File: src/rtl/systolic_tile_ctrl.sv
// systolic_tile_ctrl: tiled-GEMM sequencer for the systolic datapath.
// Computes C[MxN] = A[MxK] * W[KxN] by walking output tiles of ARRAY_N x ARRAY_M,
// row tile outer and column tile inner. Each tile runs CLEAR(1), STREAM(K),
// SKEW(ARRAY_N+ARRAY_M-2), DRAIN(rows) and NEXT(1). A job ends with a single DONE cycle.
// Ports:
//   clk, reset (async, active-low)        clock / reset
//   start, abort                          job request (IDLE only) / synchronous abort
//   mode_in, M, K, N, a_base/w_base/o_base job parameters, latched at start
//   busy, done, err                       job status; done/err are 1-cycle pulses
//   a_buf_on, w_buf_on                    A/W buffer read enables
//   a_base_addr/a_num_rows, w_base_addr/w_num_cols   current tile geometry
//   mode, operation_signal_out            latched mode, array op code
//   o_idx_gen_on, o_ag_o_on, o_drain, o_base_addr    O-buffer controls
module systolic_tile_ctrl #(
  parameter int unsigned ARRAY_N    = 8,
  parameter int unsigned ARRAY_M    = 8,
  parameter int unsigned ADDR_WIDTH = 8,
  parameter int unsigned DIM_WIDTH  = 16
) (
  input  logic                      clk,
  input  logic                      reset,
  input  logic                      start,
  input  logic                      abort,
  input  logic                      mode_in,
  input  logic [DIM_WIDTH-1:0]      M,
  input  logic [DIM_WIDTH-1:0]      K,
  input  logic [DIM_WIDTH-1:0]      N,
  input  logic [ADDR_WIDTH-1:0]     a_base,
  input  logic [ADDR_WIDTH-1:0]     w_base,
  input  logic [ADDR_WIDTH-1:0]     o_base,
  output logic                      busy,
  output logic                      done,
  output logic                      err,
  output logic                      a_buf_on,
  output logic                      w_buf_on,
  output logic [ADDR_WIDTH-1:0]     a_base_addr,
  output logic [$clog2(ARRAY_N):0]  a_num_rows,
  output logic [ADDR_WIDTH-1:0]     w_base_addr,
  output logic [$clog2(ARRAY_N):0]  w_num_cols,
  output logic                      mode,
  output logic [2:0]                operation_signal_out,
  output logic                      o_idx_gen_on,
  output logic                      o_ag_o_on,
  output logic                      o_drain,
  output logic [ADDR_WIDTH-1:0]     o_base_addr
);

  localparam int unsigned CW = DIM_WIDTH + 1;
  localparam int unsigned RW = $clog2(ARRAY_N) + 1;

  localparam logic [2:0] OP_IDLE  = 3'b000;
  localparam logic [2:0] OP_CLR   = 3'b001;
  localparam logic [2:0] OP_CALC  = 3'b010;
  localparam logic [2:0] OP_DRAIN = 3'b100;

  localparam logic [CW-1:0] ONE      = CW'(1);
  localparam logic [CW-1:0] TILE_N   = CW'(ARRAY_N);
  localparam logic [CW-1:0] TILE_M   = CW'(ARRAY_M);
  localparam logic [CW-1:0] SKEW_LEN = CW'(ARRAY_N + ARRAY_M - 2);

  typedef enum logic [2:0] {
    StIdle, StClear, StStream, StSkew, StDrain, StNext, StDone
  } state_e;

  state_e                state_q, state_d;
  logic [CW-1:0]         cnt_q;
  logic [DIM_WIDTH-1:0]  k_q, n_q;
  // Remaining rows/cols from the current tile onward; min() against the tile size gives rows/cols.
  logic [CW-1:0]         m_rem_q, n_rem_q;
  logic [ADDR_WIDTH-1:0] w_base_q;
  logic [ADDR_WIDTH-1:0] a_addr_q, w_addr_q, o_addr_q;
  logic                  mode_q, err_q;

  logic [CW-1:0] rows_w, cols_w;
  logic          last_m, last_n, zero_dim, accept, in_tile;

  assign rows_w   = (m_rem_q > TILE_N) ? TILE_N : m_rem_q;
  assign cols_w   = (n_rem_q > TILE_M) ? TILE_M : n_rem_q;
  assign last_m   = (m_rem_q <= TILE_N);
  assign last_n   = (n_rem_q <= TILE_M);
  assign zero_dim = (M == '0) || (K == '0) || (N == '0);
  assign accept   = (state_q == StIdle) && start && !abort;
  assign in_tile  = (state_q != StIdle) && (state_q != StDone);

  always_comb begin
    state_d = state_q;
    unique case (state_q)
      StIdle:   if (accept) state_d = zero_dim ? StDone : StClear;
      StClear:  state_d = StStream;
      StStream: if (cnt_q == {1'b0, k_q} - ONE) state_d = (SKEW_LEN == '0) ? StDrain : StSkew;
      StSkew:   if (cnt_q == SKEW_LEN - ONE) state_d = StDrain;
      StDrain:  if (cnt_q == rows_w - ONE) state_d = StNext;
      StNext:   state_d = (last_m && last_n) ? StDone : StClear;
      StDone:   state_d = StIdle;
      default:  state_d = StIdle;
    endcase
    if (abort && state_q != StIdle) state_d = StIdle;
  end

  always_ff @(posedge clk or negedge reset) begin
    if (!reset) begin
      state_q  <= StIdle;
      cnt_q    <= '0;
      k_q      <= '0;
      n_q      <= '0;
      m_rem_q  <= '0;
      n_rem_q  <= '0;
      w_base_q <= '0;
      a_addr_q <= '0;
      w_addr_q <= '0;
      o_addr_q <= '0;
      mode_q   <= 1'b0;
      err_q    <= 1'b0;
    end else begin
      state_q <= state_d;
      // Per-state cycle counter restarts on every state change.
      if (state_d != state_q) cnt_q <= '0;
      else if (in_tile)       cnt_q <= cnt_q + ONE;

      if (accept) begin
        k_q      <= K;
        n_q      <= N;
        m_rem_q  <= {1'b0, M};
        n_rem_q  <= {1'b0, N};
        w_base_q <= w_base;
        a_addr_q <= a_base;
        w_addr_q <= w_base;
        o_addr_q <= o_base;
        mode_q   <= mode_in;
        err_q    <= zero_dim;
      end else if (state_q == StNext) begin
        // Addresses advance by accumulation; wrap modulo 2^ADDR_WIDTH.
        o_addr_q <= o_addr_q + ADDR_WIDTH'(ARRAY_N);
        if (last_n) begin
          n_rem_q  <= {1'b0, n_q};
          m_rem_q  <= m_rem_q - TILE_N;
          a_addr_q <= a_addr_q + ADDR_WIDTH'(k_q);
          w_addr_q <= w_base_q;
        end else begin
          n_rem_q  <= n_rem_q - TILE_M;
          w_addr_q <= w_addr_q + ADDR_WIDTH'(k_q);
        end
      end
    end
  end

  always_comb begin
    busy                 = in_tile;
    done                 = 1'b0;
    err                  = 1'b0;
    a_buf_on             = 1'b0;
    w_buf_on             = 1'b0;
    o_idx_gen_on         = 1'b0;
    o_ag_o_on            = 1'b0;
    o_drain              = 1'b0;
    operation_signal_out = OP_IDLE;
    unique case (state_q)
      StClear:  operation_signal_out = OP_CLR;
      StStream: begin
        operation_signal_out = OP_CALC;
        a_buf_on             = 1'b1;
        w_buf_on             = 1'b1;
        o_idx_gen_on         = 1'b1;
      end
      StSkew: begin
        operation_signal_out = OP_CALC;
        o_idx_gen_on         = 1'b1;
      end
      StDrain: begin
        operation_signal_out = OP_DRAIN;
        o_drain              = 1'b1;
        o_ag_o_on            = 1'b1;
      end
      StDone: begin
        done = 1'b1;
        err  = err_q;
      end
      default: ;
    endcase
  end

  assign a_num_rows  = in_tile ? rows_w[RW-1:0] : '0;
  assign w_num_cols  = in_tile ? cols_w[RW-1:0] : '0;
  assign a_base_addr = a_addr_q;
  assign w_base_addr = w_addr_q;
  assign o_base_addr = o_addr_q;
  assign mode        = mode_q;

endmodule

File: config.mk
export PLATFORM = sky130hd
export DESIGN_NAME = systolic_tile_ctrl
export DESIGN_NICKNAME = d
export VERILOG_FILES = /design/src/rtl/systolic_tile_ctrl.sv
export SDC_FILE = /design/constraint.sdc
export NUM_CORES = 1
export LEC_CHECK = 0
export ABC_AREA = 1
export BUFFER_PORTS_ARGS = -buffer_cell sky130_fd_sc_hd__buf_2
export CORE_ASPECT_RATIO = 0.8
export CORE_MARGIN = 2
export CORE_UTILIZATION = 40
export CTS_CLUSTER_DIAMETER = 50
export CTS_CLUSTER_SIZE = 14
export DETAILED_ROUTE_END_ITERATION = 8
export GPL_TIMING_DRIVEN = 0
export PLACE_DENSITY_LB_ADDON = 0.12
export SYNTH_ARGS = -nofsm -noshare
export SYNTH_HDL_FRONTEND = slang
export SYNTH_SLANG_ARGS = --single-unit
File: constraint.sdc
create_clock -name clk -period 5.8 [get_ports clk]
set_input_delay 0.58 -clock clk [delete_from_list [all_inputs] [get_ports clk]]
set_output_delay 0.58 -clock clk [all_outputs]
set_load 0.005 [all_outputs]
# After elaboration in Yosys (flattened, before gate mapping)
# Index checks and enable logic that the tools add are counted.
# op_classes
n_addsub,8
n_lt_le_gt_ge,4
n_eq_ne,11
muxes,34
n_reduce_logical,18
# ops
op,count
17-bit 2-to-1 mux,9
8-bit 2-to-1 mux,8
16-bit zero test,3
17-bit equality test,2
"17-bit by 4-bit greater-than comparator with 1-bit output, second input constant",2
"17-bit by 4-bit <= comparator with 1-bit output, second input constant",2
"17-bit by 4-bit subtractor with 17-bit output, second input constant",2
3-bit 2-to-1 mux,7
3-bit one-hot mux with 6 select lines,1
"17-bit by 1-bit adder with 17-bit output, second input constant",1
"17-bit by 4-bit equality test with 1-bit output, second input constant",1
"16-bit by 1-bit subtractor with 17-bit output, second input constant",1
"17-bit by 1-bit subtractor with 17-bit output, second input constant",1
8-bit adder,2
4-bit 2-to-1 mux,3
"3-bit equality test, second input constant",3
3-bit one-hot mux with 3 select lines,1
"8-bit by 4-bit adder with 8-bit output, second input constant",1
"3-bit by 2-bit equality test with 1-bit output, second input constant",2
2-bit nonzero test,3
1-bit logical AND,5
1-bit 2-to-1 mux,5
"3-bit by 1-bit equality test with 1-bit output, second input constant",1
3-bit zero test,1
7 further kinds,8
# word_totals
reg_bits,120
inputBits,77
output_inout_bits,44
elab_cells,87

# Depth between registers and ports, before layout
# depth
depth_word,9
ltp_mapped,25
ltp_nobuf,24

# Worst setup path before layout
# No wires, ideal clock.
# synth_path
path_type,reg-to-reg
from,register m_rem_q[4]
to,register cnt_q[1]
setup_time_ps,128
arrival_ps,2886
t_required_ps,5672
setup_slack_ps,2787
path_stages_with_launch,24
path_buffers,1
synth_period_minus_slack_ps,3013
cell_sequence,dfrtp_1 -> inv_1 -> ha_1 -> nand2_1 -> nor2_2 -> nand2_1 -> nand2_4 -> nand2_2 -> inv_2 -> nand2_1 -> ha_1 -> xor2_1 -> nand2_1 -> a21oi_1 -> nand2_1 -> nor2_1 -> nand3_1 -> nor2_1 -> nand4_1 -> nand2_1 -> nand3_1 -> nand3_4 -> buf_12 -> nor2_4
# synth_via
elab_chain_cells,9
elab_cells_between_ends,13
classes_between,1 x add/sub; 2 x order compare; 2 x eq/ne; 6 x mux; 2 x reduce/logical
# synth_rtl
item,line,source
start: declaration,69,"logic [CW-1:0] m_rem_q, n_rem_q;"
start signal: assignment,123,"m_rem_q <= {1'b0, M};"
start signal: assignment,136,m_rem_q <= m_rem_q - TILE_N;
17-bit by 4-bit greater-than comparator with 1-bit output,77,assign rows_w = (m_rem_q > TILE_N) ? TILE_N : m_rem_q;
17-bit 2-to-1 mux,77,
17-bit by 1-bit subtractor with 17-bit output,92,StDrain: if (cnt_q == rows_w - ONE) state_d = StNext;
17-bit equality test,92,
3-bit 2-to-1 mux,92,
3-bit one-hot mux with 6 select lines *,87,unique case (state_q)
3-bit 2-to-1 mux *,97,if (abort && state_q != StIdle) state_d = StIdle;
3-bit != test *,117,if (state_d != state_q) cnt_q <= '0;
17-bit 2-to-1 mux or 2-bit nonzero test (tied branches),--,
end signal: assignment,118,else if (in_tile) cnt_q <= cnt_q + ONE;
end: declaration,66,logic [CW-1:0] cnt_q;
# Mark *: on every way between the ends. The rest lies on a longest branch, timed or not.
# A chain may end at the register's enable or synchronous reset.

# Worst setup path in the final report
# layout_path
from,register m_rem_q[4]
to,register cnt_q[6]
# Same word-level chain as after synthesis.

==> run metrics <==
status finished, final reports clean; Yosys top cell area share 0.388; CP Launch Type register; largest stage delay on the critical path between 0.4 and 0.5 ns; Mapped Area around 7700 um^2; die area slightly above 20000 um^2; H-tree depth 4; CORE AREA between 15000 and 20000 um^2; cell taking the most area after synthesis dfrtp_1; Post-Syn Instances between 1000 and 1500; syn_nets approximately 1100; r2r setup slk about 2.1 ns; largest net degree at the start of global routing 80; GP Congestion 0.905; Comb pwr share 0.449; DR DRC count 0; Most used DFF post-synth dfrtp_1; dpl hpwl roughly 19000 um; CTS Root Cell clkbuf_16; met3 usage 0.0583; fraction of the yosys area taken by sequential cells 0.388; sum of negative setup slack 0 ns; VDD IR-drop max about 0.23 mV; ys async rst share 1.00; # IOs 121; Setup Buffers After CTS 0; Top Usage Layer GRT met1; actual slew at the worst max-slew pin a little over 0.8 ns; drt initial violations 549; die height ~130 um; cell depth of the worst flop-to-flop path 23; Clock power frac 0.218; TritonCTS clock tree built; Routed WL 24500 um; Avg Inst Size Synth 7.49 um^2; most frequent cells in the layout nand2_1 (249), buf_2 (121), dfrtp_1 (120); wire per inst 17.0 um; drt pass-1 iters 5; Worst Path Max Fanout 10; r2r endpoint cnt_q[6]; Leakage Power between 0.004 and 0.005 uW; Post-synth EDFFs 0; pwr dens around 490 nW/um^2; Pint ~2600 uW; HP Class in2async; synth top area cells dfrtp_1 (39%), nand2_1 (12%), inv_1 (5.5%); Area Overhead vs Synth 19.5%; CP required 6.10 ns; slew margin rel. 0.443; YS warnings 0; first-pass GRT wire length a little under 40000 um; Worst Hold Slack slightly above 0.07 ns; Final nets roughly 1300; via/cell ratio ~5.2; Max-cap violations 0; Max Buffers Root-to-Sink 2; final hold vios 0; critical path arrival 3.98 ns; PostCTS Resize Cnt 0; share of cells above drive strength 1 0.169; most common cell after layout, fill and taps aside nand2_1; effective utilization at floorplan 0.408; initial antenna violation count 0; Antenna Nets Post-Route 0; total grt overflow 0; vias between 7000 and 8000; CP endpoint kind register; switching power around 2000 uW; # rows 45; vias in the first global route 6925; Critical Path Start m_rem_q[4]; Reg power frac 0.333; GRT Util Overall 0.249; worst r2r src m_rem_q[4]; CP dominant cell by count nand2_1; clk_skew around 0.0094 ns; Die X approximately 160 um; unrepaired setup endpoints after global routing no; Sink Count between 100 and 150; fin. max-slew vios 0; Worst-path clk slew 0.06 ns; Synth cell types 47; period utilisation layout 0.634; grt met1 use 0.397; n_diodes 0; Critical Path End cnt_q[6]; Final Setup Violations 0; CTS Buf Count 17; CTS Hold Buffers Added 0; critical path class reg2reg; crit path cell chain inv_1 > ha_1 > nand2_1 > nor2_2 > nand2_1 > nand2_4 > nand2_2 > inv_2 > nand2_1 > ha_1 > xnor2_1 > inv_1 > a21oi_1 > nand2_1 > nor2_1 > nand3_1 > nor2_1 > nand4_1 > nand2_1 > nand3_1 > nand3_4 > buf_12 > nor2_4; Sw Ratio 0.439; CP max stage cell dfrtp_1; Clock Latency Late Sink between 0.4 and 0.5 ns; Fmax between 0.2 and 0.3 GHz; met2 GRT Util 0.332; fin crit period 3.68 ns; post-synthesis register bit count between 100 and 150; Port Buffers between 100 and 150
-- layout make-up --
| type | count | area [um^2] |
|---|---|---|
| fillers | 1972 | 9730 |
| clock inverters | 12 | 95.1 |
| clock buffers | 20 | 457 |
| multi-input cells | 757 | 4120 |
| repair buffers | 121 | 634 |
| plain buffers | 31 | 143 |
| flip-flops and latches | 120 | 3000 |
| inverters | 125 | 469 |
| well taps | 258 | 323 |
-- sequential cells by signal, summed over array words and instances, names as in the netlist --
register and cells:
w_base_q 8, n_rem_q 17, o_base_addr 8, err_q 1, n_q 16, cnt_q 17, mode 1, state_q 3
a_base_addr 8, k_q 16, w_base_addr 8, m_rem_q 17
-- critical path, delay by kind of cell, from the launching register on --
family          cells  cell delay [ns]
compound gates      1             0.14
fa+ha+maj           2             0.47
simple gates       15             1.69
flops               1             0.48
xor+xnor            1             0.21
buf+inv             4             0.56
-- logic make-up (layout without fill, tap and decap cells) --
family	Yosys count	count (layout)	synth area share
AO/OA/AOI/OAI	170	170	0.127
XOR/XNOR	62	62	0.0702
adder cells (fa/ha/maj)	23	23	0.0392
buffers and inverters	156	309	0.0791
flip-flops	120	120	0.388
AND/OR/NAND/NOR	502	502	0.296
-- synth_stat cells, drive strengths merged, types with 5 or more instances --
cell	count
nor3	22
o221ai	5
nand4	21
inv	124
a31oi	14
o211ai	16
nor4	16
buf	6
dfrtp	120
a21oi	34
xnor2	17
xor2	45
nand2	254
nor2	129
nand3	56
ha	21
clkbuf	25
o21ai	84
-- layer usage --
layer  vias up  share of wire
met4         0          0.013
met5         -              0
met3        22          0.076
li1       3684              -
met2       287           0.38
met1      3466           0.53
-- metrics by stage --
stage          cell area [um^2]  instances  worst slack [ns]  utilization  total power (uW)
3_3_place_gp               8660       1411              2.19        0.456              3530
2_1_floorplan              7730       1033              2.79            -              2940
3_5_place_dp               8690       1412              2.18        0.458              3550
6_report                   9240       1444              2.12        0.487              4570
4_1_cts                    9240       1444              2.16        0.487              4580
5_1_grt                    9240       1444              1.79        0.487              4970
-- power by group through the flow --
stage | sequential, uW | clock, uW | combinational, uW
after floorplan | 1420 | 0 | 1520
after detailed placement | 1520 | 0 | 2040
after global placement | 1520 | 0 | 2010
after CTS | 1510 | 1010 | 2050
final | 1520 | 997 | 2050
after global routing | 1570 | 1050 | 2350
-- worst min path at each step --
| stage | endpoint | slack, ns | depth (start not counted) |
|---|---|---|---|
| after floorplan | a_base_addr[0] | 0.28 | 0 |
| after global placement | o_base_addr[1] | 0.46 | 2 |
| after detailed placement | o_base_addr[1] | 0.46 | 2 |
| after CTS | o_base_addr[5] | 0.08 | 1 |
| after global routing | o_base_addr[6] | 0.09 | 1 |
| final | o_base_addr[6] | 0.07 | 1 |
(Power assumes the default switching activity.)
